### src/rtl/snake_body_ctrl_if.sv
// ---------------------------------------------------------------------------
// snake_body_ctrl_if : step/grow control and segment read bus  (rev 1.0)
// ---------------------------------------------------------------------------
`default_nettype none

interface snake_body_ctrl_if;
  logic       MOVE_TICK;
  logic [1:0] DIR_IN;
  logic       GROW;
  logic [4:0] RD_IDX;
  logic [5:0] HEAD_X;
  logic [4:0] HEAD_Y;
  logic [5:0] LENGTH;
  logic [5:0] RD_X;
  logic [4:0] RD_Y;
  logic       RD_VALID;
  logic       UPDATE_DONE;
  logic       DEAD;

  modport master (
    output MOVE_TICK, DIR_IN, GROW, RD_IDX,
    input  HEAD_X, HEAD_Y, LENGTH, RD_X, RD_Y, RD_VALID, UPDATE_DONE, DEAD
  );

  modport slave (
    input  MOVE_TICK, DIR_IN, GROW, RD_IDX,
    output HEAD_X, HEAD_Y, LENGTH, RD_X, RD_Y, RD_VALID, UPDATE_DONE, DEAD
  );
endinterface

`default_nettype wire

### src/rtl/snake_body_ctrl.sv
// ---------------------------------------------------------------------------
// snake_body_ctrl : snake segment buffer, stepping and collision FSM (rev 1.0)
// ---------------------------------------------------------------------------
`default_nettype none

module snake_body_ctrl #(
  parameter int MAX_LEN  = 16,
  parameter int X_MAX    = 39,
  parameter int Y_MAX    = 29,
  parameter int INIT_X   = 20,
  parameter int INIT_Y   = 15,
  parameter int INIT_LEN = 4
) (
  input  wire logic           CLK,
  input  wire logic           RESET,
  snake_body_ctrl_if.slave    bus
);

  localparam logic [1:0] c_ST_IDLE  = 2'd0;
  localparam logic [1:0] c_ST_CHECK = 2'd1;
  localparam logic [1:0] c_ST_DEAD  = 2'd2;
  localparam logic [5:0] c_X_MAX    = 6'(X_MAX);
  localparam logic [4:0] c_Y_MAX    = 5'(Y_MAX);
  localparam logic [5:0] c_MAX_LEN  = 6'(MAX_LEN);

  logic [1:0] r_state, w_state_nxt;
  logic [5:0] r_seg_x [MAX_LEN];
  logic [4:0] r_seg_y [MAX_LEN];
  logic [1:0] r_dir, w_dir;
  logic [5:0] r_len;
  logic [4:0] r_k;
  logic       r_grow_pend, r_done;
  logic [5:0] r_rd_x;
  logic [4:0] r_rd_y;
  logic       r_rd_valid;

  logic [5:0] w_nx, w_kx, w_rx;
  logic [4:0] w_ny, w_ky, w_ry;
  logic       w_wall, w_match, w_last;
  logic       w_tick, w_step, w_hit, w_finish;

  // A reversal request would run the head into its own neck; keep heading.
  assign w_dir = ((bus.DIR_IN ^ r_dir) == 2'd2) ? r_dir : bus.DIR_IN;

  always_comb begin
    w_nx   = r_seg_x[0];
    w_ny   = r_seg_y[0];
    w_wall = 1'b0;
    case (w_dir)
      2'd0: begin w_wall = (r_seg_y[0] == 5'd0);     w_ny = r_seg_y[0] - 5'd1; end
      2'd1: begin w_wall = (r_seg_x[0] >= c_X_MAX);  w_nx = r_seg_x[0] + 6'd1; end
      2'd2: begin w_wall = (r_seg_y[0] >= c_Y_MAX);  w_ny = r_seg_y[0] + 5'd1; end
      default: begin w_wall = (r_seg_x[0] == 6'd0);  w_nx = r_seg_x[0] - 6'd1; end
    endcase
  end

  always_comb begin
    w_kx = '0;
    w_ky = '0;
    w_rx = '0;
    w_ry = '0;
    for (int i = 0; i < MAX_LEN; i++) begin
      if (r_k == 5'(i)) begin
        w_kx = r_seg_x[i];
        w_ky = r_seg_y[i];
      end
      if (bus.RD_IDX == 5'(i)) begin
        w_rx = r_seg_x[i];
        w_ry = r_seg_y[i];
      end
    end
  end

  assign w_match = ({1'b0, r_k} < r_len) && (w_kx == r_seg_x[0]) && (w_ky == r_seg_y[0]);
  assign w_last  = ({1'b0, r_k} >= (r_len - 6'd1));

  // FSM: state register
  always_ff @(posedge CLK) begin
    if (!RESET) r_state <= c_ST_IDLE;
    else        r_state <= w_state_nxt;
  end

  // FSM: next state
  always_comb begin
    w_state_nxt = r_state;
    case (r_state)
      c_ST_IDLE:  if (bus.MOVE_TICK) w_state_nxt = w_wall ? c_ST_DEAD : c_ST_CHECK;
      c_ST_CHECK: if (w_match)       w_state_nxt = c_ST_DEAD;
                  else if (w_last)   w_state_nxt = c_ST_IDLE;
      default:                       w_state_nxt = c_ST_DEAD;
    endcase
  end

  // FSM: decoded actions
  always_comb begin
    w_tick   = (r_state == c_ST_IDLE) && bus.MOVE_TICK;
    w_step   = w_tick && !w_wall;
    w_hit    = (r_state == c_ST_CHECK) && w_match;
    w_finish = (r_state == c_ST_CHECK) && !w_match && w_last;
  end

  always_ff @(posedge CLK) begin
    if (!RESET) begin
      for (int i = 0; i < MAX_LEN; i++) begin
        if (i < INIT_LEN) begin
          r_seg_x[i] <= 6'(INIT_X - i);
          r_seg_y[i] <= 5'(INIT_Y);
        end else begin
          r_seg_x[i] <= '0;
          r_seg_y[i] <= '0;
        end
      end
    end else if (w_step) begin
      for (int i = 1; i < MAX_LEN; i++) begin
        r_seg_x[i] <= r_seg_x[i-1];
        r_seg_y[i] <= r_seg_y[i-1];
      end
      r_seg_x[0] <= w_nx;
      r_seg_y[0] <= w_ny;
    end
  end

  always_ff @(posedge CLK) begin
    if (!RESET) begin
      r_dir       <= 2'd1;
      r_len       <= 6'(INIT_LEN);
      r_k         <= 5'd1;
      r_grow_pend <= 1'b0;
      r_done      <= 1'b0;
      r_rd_x      <= '0;
      r_rd_y      <= '0;
      r_rd_valid  <= 1'b0;
    end else begin
      r_done <= w_finish;
      if (w_tick) r_dir <= w_dir;
      if (w_step) begin
        r_k         <= 5'd1;
        r_grow_pend <= 1'b0;
        // The shift has already kept the old tail one slot further down.
        if ((r_grow_pend || bus.GROW) && (r_len < c_MAX_LEN)) r_len <= r_len + 6'd1;
      end else begin
        if (bus.GROW && (r_state != c_ST_DEAD)) r_grow_pend <= 1'b1;
        if (w_finish == 1'b0 && w_hit == 1'b0 && r_state == c_ST_CHECK) r_k <= r_k + 5'd1;
      end
      r_rd_x     <= w_rx;
      r_rd_y     <= w_ry;
      r_rd_valid <= ({1'b0, bus.RD_IDX} < r_len);
    end
  end

  assign bus.HEAD_X      = r_seg_x[0];
  assign bus.HEAD_Y      = r_seg_y[0];
  assign bus.LENGTH      = r_len;
  assign bus.RD_X        = r_rd_x;
  assign bus.RD_Y        = r_rd_y;
  assign bus.RD_VALID    = r_rd_valid;
  assign bus.UPDATE_DONE = r_done;
  assign bus.DEAD        = (r_state == c_ST_DEAD);

endmodule

`default_nettype wire

### src/flat_wrapper.sv
// flat-port wrapper written by rule: the top's interface ports become plain ports
module snake_body_ctrl_flat 
#(
  parameter int MAX_LEN  = 16,
  parameter int X_MAX    = 39,
  parameter int Y_MAX    = 29,
  parameter int INIT_X   = 20,
  parameter int INIT_Y   = 15,
  parameter int INIT_LEN = 4
)
  (CLK, RESET, bus_MOVE_TICK, bus_DIR_IN, bus_GROW, bus_RD_IDX, bus_HEAD_X, bus_HEAD_Y, bus_LENGTH, bus_RD_X, bus_RD_Y, bus_RD_VALID, bus_UPDATE_DONE, bus_DEAD);
  snake_body_ctrl_if bus_i ();
  input  wire logic CLK;
  input  wire logic RESET;
  input wire logic [$bits(bus_i.MOVE_TICK)-1:0] bus_MOVE_TICK;
  input wire logic [$bits(bus_i.DIR_IN)-1:0] bus_DIR_IN;
  input wire logic [$bits(bus_i.GROW)-1:0] bus_GROW;
  input wire logic [$bits(bus_i.RD_IDX)-1:0] bus_RD_IDX;
  output wire logic [$bits(bus_i.HEAD_X)-1:0] bus_HEAD_X;
  output wire logic [$bits(bus_i.HEAD_Y)-1:0] bus_HEAD_Y;
  output wire logic [$bits(bus_i.LENGTH)-1:0] bus_LENGTH;
  output wire logic [$bits(bus_i.RD_X)-1:0] bus_RD_X;
  output wire logic [$bits(bus_i.RD_Y)-1:0] bus_RD_Y;
  output wire logic [$bits(bus_i.RD_VALID)-1:0] bus_RD_VALID;
  output wire logic [$bits(bus_i.UPDATE_DONE)-1:0] bus_UPDATE_DONE;
  output wire logic [$bits(bus_i.DEAD)-1:0] bus_DEAD;
  assign bus_i.MOVE_TICK = bus_MOVE_TICK;
  assign bus_i.DIR_IN = bus_DIR_IN;
  assign bus_i.GROW = bus_GROW;
  assign bus_i.RD_IDX = bus_RD_IDX;
  assign bus_HEAD_X = bus_i.HEAD_X;
  assign bus_HEAD_Y = bus_i.HEAD_Y;
  assign bus_LENGTH = bus_i.LENGTH;
  assign bus_RD_X = bus_i.RD_X;
  assign bus_RD_Y = bus_i.RD_Y;
  assign bus_RD_VALID = bus_i.RD_VALID;
  assign bus_UPDATE_DONE = bus_i.UPDATE_DONE;
  assign bus_DEAD = bus_i.DEAD;
  snake_body_ctrl #(.MAX_LEN(MAX_LEN), .X_MAX(X_MAX), .Y_MAX(Y_MAX), .INIT_X(INIT_X), .INIT_Y(INIT_Y), .INIT_LEN(INIT_LEN)) u_core (.CLK(CLK), .RESET(RESET), .bus(bus_i));
endmodule
### config.mk
export PLATFORM = sky130hd
export DESIGN_NAME = snake_body_ctrl_flat
export DESIGN_NICKNAME = d
export VERILOG_FILES = /design/src/rtl/snake_body_ctrl_if.sv /design/src/rtl/snake_body_ctrl.sv /design/src/flat_wrapper.sv
export SDC_FILE = /design/constraint.sdc
export NUM_CORES = 1
export LEC_CHECK = 0
export ABC_CLOCK_PERIOD_IN_PS = 5520
export BUFFER_PORTS_ARGS = -buffer_cell sky130_fd_sc_hd__buf_4
export CAP_MARGIN = 10
export CORE_MARGIN = 1.5
export CORE_UTILIZATION = 59
export DETAILED_ROUTE_END_ITERATION = 6
export HOLD_SLACK_MARGIN = 0.08
export PLACE_DENSITY = 0.8
export SYNTH_ARGS = -nofsm -noshare
export SYNTH_HDL_FRONTEND = slang
export SYNTH_SLANG_ARGS = --single-unit
export TNS_END_PERCENT = 100
### constraint.sdc
create_clock -name CLK -period 5.52 [get_ports CLK]
set_clock_uncertainty 0.1 [all_clocks]
set_input_delay 0.552 -clock CLK [delete_from_list [all_inputs] [get_ports CLK]]
set_output_delay 0.552 -clock CLK [all_outputs]
set_load 0.02 [all_outputs]
# After elaboration in Yosys (flattened, before gate mapping)
# Memory sizes are Yosys's and may differ from the RTL's.
# Cells that the tools add are included.
# W data, S select, Z words.
# totals
ff_bits,29
mem_count,2
input_bits,11
mem_bits_rw,176
# mem_list
name,words,width,rd,rd_ports_with_merged_regs,write_ports,line,text
u_core.r_seg_x,16,6,16,0,16,snake_body_ctrl.sv:27,logic [5:0] r_seg_x [MAX_LEN];
u_core.r_seg_y,16,5,16,0,16,snake_body_ctrl.sv:28,logic [4:0] r_seg_y [MAX_LEN];
# classes
n_reduce_logical,24
addsub,7
n_lt_le_gt_ge,6
n_mux,109
eq_ne,40
n_bitwise,36
# ops
cell,n
$mux W6,48
$mux W5,48
$eq A5 B4 Y1 const B,16
$eq A5 B3 Y1 const B,8
$or A1 B1 Y1,32
$eq A5 B2 Y1 const B,4
$logic_not A5 Y1,3
$add A6 B1 Y6 const B,2
$lt A5 B6 Y1,2
$pmux W6 S2,1
$sub A6 B1 Y6 const B,2
$logic_and A1 B1 Y1,11
$add A5 B1 Y5 const B,2
$eq A5 B1 Y1 const B,2
$mux W2,5
$pmux W5 S2,1
$eq A2 B2 Y1 const B,3
$eq A6 B6 Y1,1
$ge A5 B6 Y1,1
$ge A6 B6 Y1 const B,1
$logic_not A6 Y1,1
$lt A6 B5 Y1 const B,1
$eq A5 B5 Y1,1
$ge A5 B5 Y1 const B,1
other kinds (14),25

# Depth between registers and ports, before layout
# Gate-level depths: netlist of the first run.
# depth
word_depth,26
mapped_depth,17
ltp_nobuf,13

# Worst setup path after synthesis of the first run
# Ideal clock, no wire load.
# synth_timing
path_kind,in2reg
from,input bus_DIR_IN[0]
to,memory u_core.r_seg_x[1][4] (netlist: u_core.r_seg_x[0][10]) (enable)
arrival_ns,4.151
path_slack_ns,0.812
cell_stages,9
cell_sequence,clkbuf_1 -> xor2_1 -> mux2i_2 -> nor3_1 -> a311oi_1 -> a21oi_1 -> nor2b_1 -> nor2_1 -> inv_1
# synth_lines
item,line,text
from (decl),flat_wrapper.sv:16,input wire logic [$bits(bus_i.DIR_IN)-1:0] bus_DIR_IN;
to (decl),snake_body_ctrl.sv:27,

# Worst setup path after layout of the first run
# layout_timing
from,register u_core.r_k[1]
to,register u_core.r_k[0]
# layout_via
elab_chain_len,26
elab_cells_between_ends,62
classes_between,order compare: 2; eq/ne: 17; mux: 32; bitwise: 2; reduce/logical: 9
# layout_rtl
item,line,text
from (decl),snake_body_ctrl.sv:31,logic [4:0] r_k;
from (signal assigned),snake_body_ctrl.sv:143,if (w_finish == 1'b0 && w_hit == 1'b0 && r_state == c_ST_CHECK) r_k <= r_k + 5'd1;
$logic_not A5 Y1,snake_body_ctrl.sv:63,if (r_k == 5'(i)) begin
$mux W6 (16 in series),snake_body_ctrl.sv:63,
$eq A6 B6 Y1,snake_body_ctrl.sv:74,"assign w_match = ({1'b0, r_k} < r_len) && (w_kx == r_seg_x[0]) && (w_ky == r_seg_y[0]);"
$logic_and A1 B1 Y1 (2 in series),snake_body_ctrl.sv:74,
$logic_not A1 Y1,snake_body_ctrl.sv:99,w_finish = (r_state == c_ST_CHECK) && !w_match && w_last;
$logic_and A1 B1 Y1 (2 in series),snake_body_ctrl.sv:99,
$not A1 Y1,snake_body_ctrl.sv:143,
$logic_and A1 B1 Y1 * (2 in series),snake_body_ctrl.sv:143,
# Mark *: on every way between the ends. The rest lies on a longest branch, timed or not.
# A chain may end at the register's enable or synchronous reset.

==> results of run 1 <==
==> routing by layer <==
layer	up-vias	share of wire	wire (um)	track usage
met5	-	0.00033	13	0
met4	2	0.041	1611	0.1413
met3	140	0.12	4733	0.07367
met2	857	0.43	16850	0.5310
met1	5207	0.40	15790	0.5317
li1	4949	-	-	-
==> sequential cells by signal, indices dropped and copies added (netlist names) <==
signal	count
u_core.r_seg_y	80
u_core.bus.RD_X	6
u_core.r_dir	2
u_core.r_state	2
u_core.bus.UPDATE_DONE	1
u_core.bus.LENGTH	6
u_core.r_grow_pend	1
u_core.bus.RD_Y	5
u_core.bus.RD_VALID	1
u_core.r_k	5
u_core.r_seg_x	96
==> final cells by class <==
class / count / area [um2]
Multi-Input combinational cell: 996 / 6093
Sequential cell: 205 / 5206
Clock inverter: 10 / 105.1
Timing Repair Buffer: 66 / 508.0
Clock buffer: 32 / 669.4
Tap cell: 265 / 331.6
Fill cell: 1652 / 6573
Inverter: 44 / 167.7
==> placed cells by master, fill, tap and decap left out, types with 40 or more instances in the layout <==
cell type / instances
buf_4: 65
edfxtp_1: 110
a21oi_1: 163
o21ai_0: 47
nor2_1: 74
and3_1: 76
nand2_1: 196
dfxtp_1: 94
a22oi_1: 40
inv_1: 42
==> power groups by stage <==
stage	Combinational (uW)	Clock [uW]	Sequential [uW]
floorplan	602	0	1830
global route	903	1620	1850
global placement	801	0	1870
CTS	817	1560	1840
detailed placement	812	0	1870
finish	844	1550	1850
==> cell families (layout without fill, tap and decap cells) <==
| group | count (synthesis) | in the layout | share of synthesized area |
|---|---|---|---|
| xor+xnor | 27 | 27 | 0.02041 |
| mux | 12 | 12 | 0.01046 |
| buf+inv | 157 | 152 | 0.05682 |
| compound gates | 405 | 405 | 0.2222 |
| fa+ha+maj | 30 | 30 | 0.03265 |
| flops | 205 | 205 | 0.4353 |
| simple gates | 522 | 522 | 0.2222 |
==> through the flow <==
stage	setup slack [ps]	hold slack, ps	cell area, um2	cells
after floorplan	811.7	341.1	11960	1358
after global placement	1495	352.4	12310	1576
after detailed placement	1536	362.2	12310	1576
after CTS	1576	228.0	13080	1618
after global routing	1256	254.4	13080	1618
final	1469	228.6	13080	1618
==> tightest hold or removal path, cell delays in order <==
cell	delay (ps)
buf_4	140
mux2i_1	80
nand2_1	60
==> final timing paths <==
kind | start | end | slack (ps) | cells after the start
setup reg to reg | u_core.r_k[1] | u_core.r_k[0] | 1470 | 12
hold reg to reg | u_core.r_seg_y[15][2] | u_core.r_seg_y[15][2] | 380 | 2
hold / removal | bus_DIR_IN[0] | u_core.r_dir[0] | 230 | 3
setup / recovery | u_core.r_k[1] | u_core.r_k[0] | 1470 | 12
==> impl_metrics.toml, run 1 <==
[status]
outcome = "finished, violations left"
violations = "DRC"

[synthesis]
syn_avg_cell_area_um2 = 8.804
synthCells = 1358
ys_dominant_reg_cell = "edfxtp_1"
yosysSeqAreaShare = 0.4353
ys_ff_latch = 205
async_reset_ff_frac = 0
yosys-top-cells-count = "nand2_1, a21oi_1, edfxtp_1"
synth_cell_types = 86
yosysWarnings = 0
synth_area_leaders = "edfxtp_1, dfxtp_1, a21oi_1, nand2_1, and3_1"
synth_edf_count = 110
syn_area_um2 = 11960
synth_top_area_frac = 0.2763
yosysMostFrequentCell = "nand2_1"
syn_nets = 1399
synth_top_cell_by_area = "edfxtp_1"

[worst_setup_path]
max_stage_delay_ps = 920
cp-start-kind = "flop"
crit_arrival_ps = 4360
slowest_stage = "ha_2"
worstPathCellList = "inv_1 -> ha_2 -> nand2_1 -> a311oi_1 -> o221ai_1 -> a211oi_1 -> xor2_1 -> nand4_1 -> nor3_4 -> a21oi_4 -> xnor2_1 -> nand2_1"
worst-path-buf-inv = 1
path_max_fanout = 55
path_class = "flop to flop"
crit_family = "compound AO/OA/AOI/OAI gates"
end_kind = "flop"
cp_common_cell = "nand2_1"
crit_required_ps = 5820

[floorplanning]
die_x_um = 145.4
core-area_um2 = 19650
die_height_um = 145.4
initial_utilization = 0.6084
num_rows = 51
die_area_um2 = 21130
ios = 42

[pwr]
pwr-share-clk = 0.366
power_uw = 4242
total_leakage_power_uw = 0.004771
intPower_uw = 2923
power_density_nw_per_um2 = 324.3
p_sw_uw = 1319
seq_power_share = 0.436
vdd_drop_max_mv = 0.2961
p_sw_frac = 0.3109
pwr-share-comb = 0.199

[timing]
fin_crit_ps = 4051
timing.setup.tns_ps = 0
setup_violations = 0
hold_viol = 0
slew-limit-headroom = 0.2338
fmax_mhz = 246.9
rsz0062_at_grt = "no"
slew_violations = 0
worstMarginPinSlew_ps = 1145
timing.final.crit_share = 0.7338

[clock_network]
cts.sinks = 205
cts_htree_levels = 1
clockBufferDepth = 3
insertion_delay_ps = 540
cts_resized = 0
path_clk_slew_ps = 60
cts_buffers = 23
holdBufCountCts = 0
cts_post_setup_buffers_inserted = 0
cts_tree = "built"
cts_root_buffer = "clkbuf_16"

[global_route]
grt_pass1_wl_mm = 60.54
grt_pass1_vias = 10190
overflow = 0
grt_antenna_before_repair = 1
track_usage = 0.3639
grt_max_degree = 77

[finish]
utilization = 0.6656
drive_gt1_frac = 0.1042
n_antenna_cell = 0
synthToLayoutAreaGrowth_pct = 9.408
layout.nets = 1377

[placement]
place_hpwl_mm = 26.87
port_buffers = 41
routabilityCongestion = 1.023

[routing]
wl_per_cell_um = 24.10
vias_per_cell = 6.894
drt_iter0_markers = 1895
vias = 11160
dr.pass1.iters = 7
drc = 23
wl_mm = 39.00
drtAntennaViolNets = 0

[min_path]
hp-class = "input port to flop"

[flow_run]
maxCapViolCount = 0
Note: power is estimated with default switching activity, not from simulation.
==> inputs of run 2 (changes only) <==
- ABC_CLOCK_PERIOD_IN_PS: 5520 -> 3500
- CORE_UTILIZATION: 59 -> 57
- PLACE_DENSITY: 0.8 -> 0.81
- clock period: 5.52 -> 3.5 ns (I/O delays scaled with it)
==> impl_metrics.toml, run 2 (synthesized netlist as in run 1, its figures left out) <==
[status]
outcome = "finished, violations left"
violations = "DRC"

[placement]
routabilityCongestion = 1.008
port_buffers = 41
place_hpwl_mm = 29.72
dp.cells = 1644

[clock_network]
clockBufferDepth = 3
cts_htree_levels = 1
cts_buffers = 23
insertion_delay_ps = 530
cts.sinks = 205
cts_tree = "built"
cts_root_buffer = "clkbuf_16"
path_clk_slew_ps = 60

[worst_setup_path]
crit_required_ps = 3810
path_max_fanout = 8
worst-path-buf-inv = 1
cp-start-kind = "flop"
worstPathCellList = "ha_4 -> buf_12 -> or4_4 -> a221oi_2 -> o211ai_1 -> a31oi_1 -> xnor2_1 -> o221a_2 -> o2111ai_2 -> nor3_4 -> a21oi_4 -> o31ai_2"
crit_arrival_ps = 3760
path_class = "flop to flop"
crit_family = "compound AO/OA/AOI/OAI gates"
end_kind = "flop"
slowest_stage = "or4_4"
max_stage_delay_ps = 640

[global_route]
overflow = 0
track_usage = 0.3814
grt_max_degree = 82
grt_antenna_before_repair = 0
grt_pass1_vias = 10590
grt_pass1_wl_mm = 64.38

[timing]
timing.final.crit_share = 0.9834
fin_crit_ps = 3442
rsz0062_at_grt = "yes"
fmax_mhz = 290.5
hold_viol = 0
slew-limit-headroom = 0.4993
slew_violations = 0
worstMarginPinSlew_ps = 748.2
setup_violations = 0

[routing]
dr.pass1.iters = 7
vias = 11660
drt_iter0_markers = 1706
wl_mm = 42.86
vias_per_cell = 6.850
drtAntennaViolNets = 0
drc = 4
wl_per_cell_um = 25.18

[finish]
layout.nets = 1457
n_antenna_cell = 0
final_cell_mix = "nand2_1, a21oi_1, buf_4"
reg_top3 = "u_core.r_seg_x x96, u_core.r_seg_y x80"
final_cells = 1702
top_register = "u_core.r_seg_x"
utilization = 0.6941
synthToLayoutAreaGrowth_pct = 18.60
largest_reg_flops = 96
layout_commonest_cell = "nand2_1"
drive_gt1_frac = 0.1704

[min_path]
hp-class = "input port to flop"

[floorplanning]
die_height_um = 147.8
die_x_um = 147.8
ios = 42
initial_utilization = 0.5853
num_rows = 52
die_area_um2 = 21850
core-area_um2 = 20430

[flow_run]
maxCapViolCount = 0

[pwr]
vdd_drop_max_mv = 0.4034
total_leakage_power_uw = 0.005277
power_density_nw_per_um2 = 511.8
power_uw = 7257
-- run 2: changes by cell type in the layout (fill, tap and decap cells not counted), moves of 3 or more --
cell	before	now
ha_4	0	4
buf_4	65	126
a21oi_2	1	6
clkinv_4	0	3
clkbuf_8	6	0
bufinv_16	1	6
a21oi_1	163	158
clkbuf_16	23	26
buf_12	1	15
-- run 2: path summary, 6_finish.rpt --
check / slack [ps] / cells after the start / to / from
worst max-delay path: 60 / 12 / u_core.r_k[1] / u_core.r_k[1]
worst min-delay path: 110 / 4 / u_core.r_grow_pend / bus_GROW
worst max register to register: 60 / 12 / u_core.r_k[1] / u_core.r_k[1]
worst min register to register: 390 / 2 / u_core.r_grow_pend / u_core.r_grow_pend
-- run 2: final cells by class --
class,count,area (um2)
Fill cell,1598,6250
Sequential cell,205,5214
Timing Repair Buffer,146,1343
Tap cell,270,337.8
Multi-Input combinational cell,996,6277
Clock inverter,16,249.0
Inverter,44,176.4
Clock buffer,25,583.1
-- run 2: through the flow --
stage / TNS, ps / setup slack [ps] / hold WS [ps] / area [um2]
after global placement: 0 / 90.17 / 351.1 / 12960
final: 0 / 58.20 / 110.2 / 14180
after global routing: -357.0 / -104.6 / 125.6 / 14180
after detailed placement: 0 / 66.15 / 374.3 / 12960
after CTS: 0 / 20.78 / 104.0 / 13800
after floorplan: -20420 / -202.9 / 341.1 / 11980
-- run 2: per-layer routing --
| layer | track usage | part of all wire | vias up |
|---|---|---|---|
| met2 | 0.5864 | 0.44 | 900 |
| met5 | 0 | 0 | - |
| li1 | - | - | 5107 |
| met3 | 0.06790 | 0.12 | 145 |
| met4 | 0.1257 | 0.043 | 0 |
| met1 | 0.5454 | 0.39 | 5506 |
-- run 2: what timing repair did --
action                     4_1_cts  5_1_grt
resized for setup                0       42
setup buffers                    0       14
hold endpoints to repair         1        0
setup endpoints to repair        0        8
hold buffers                     1        0
-- run 2: worst min-delay path, stage by stage --
cell and delay (ps):
buf_4 80, nor2b_1 130, nor2_1 60, nor2_1 70
-- run 2: power breakdown --
group	switching [uW]	internal [uW]	leakage, uW
clock	1040	1660	0.000410
sequential	163	2720	0.00186
combinational	1000	670	0.00301
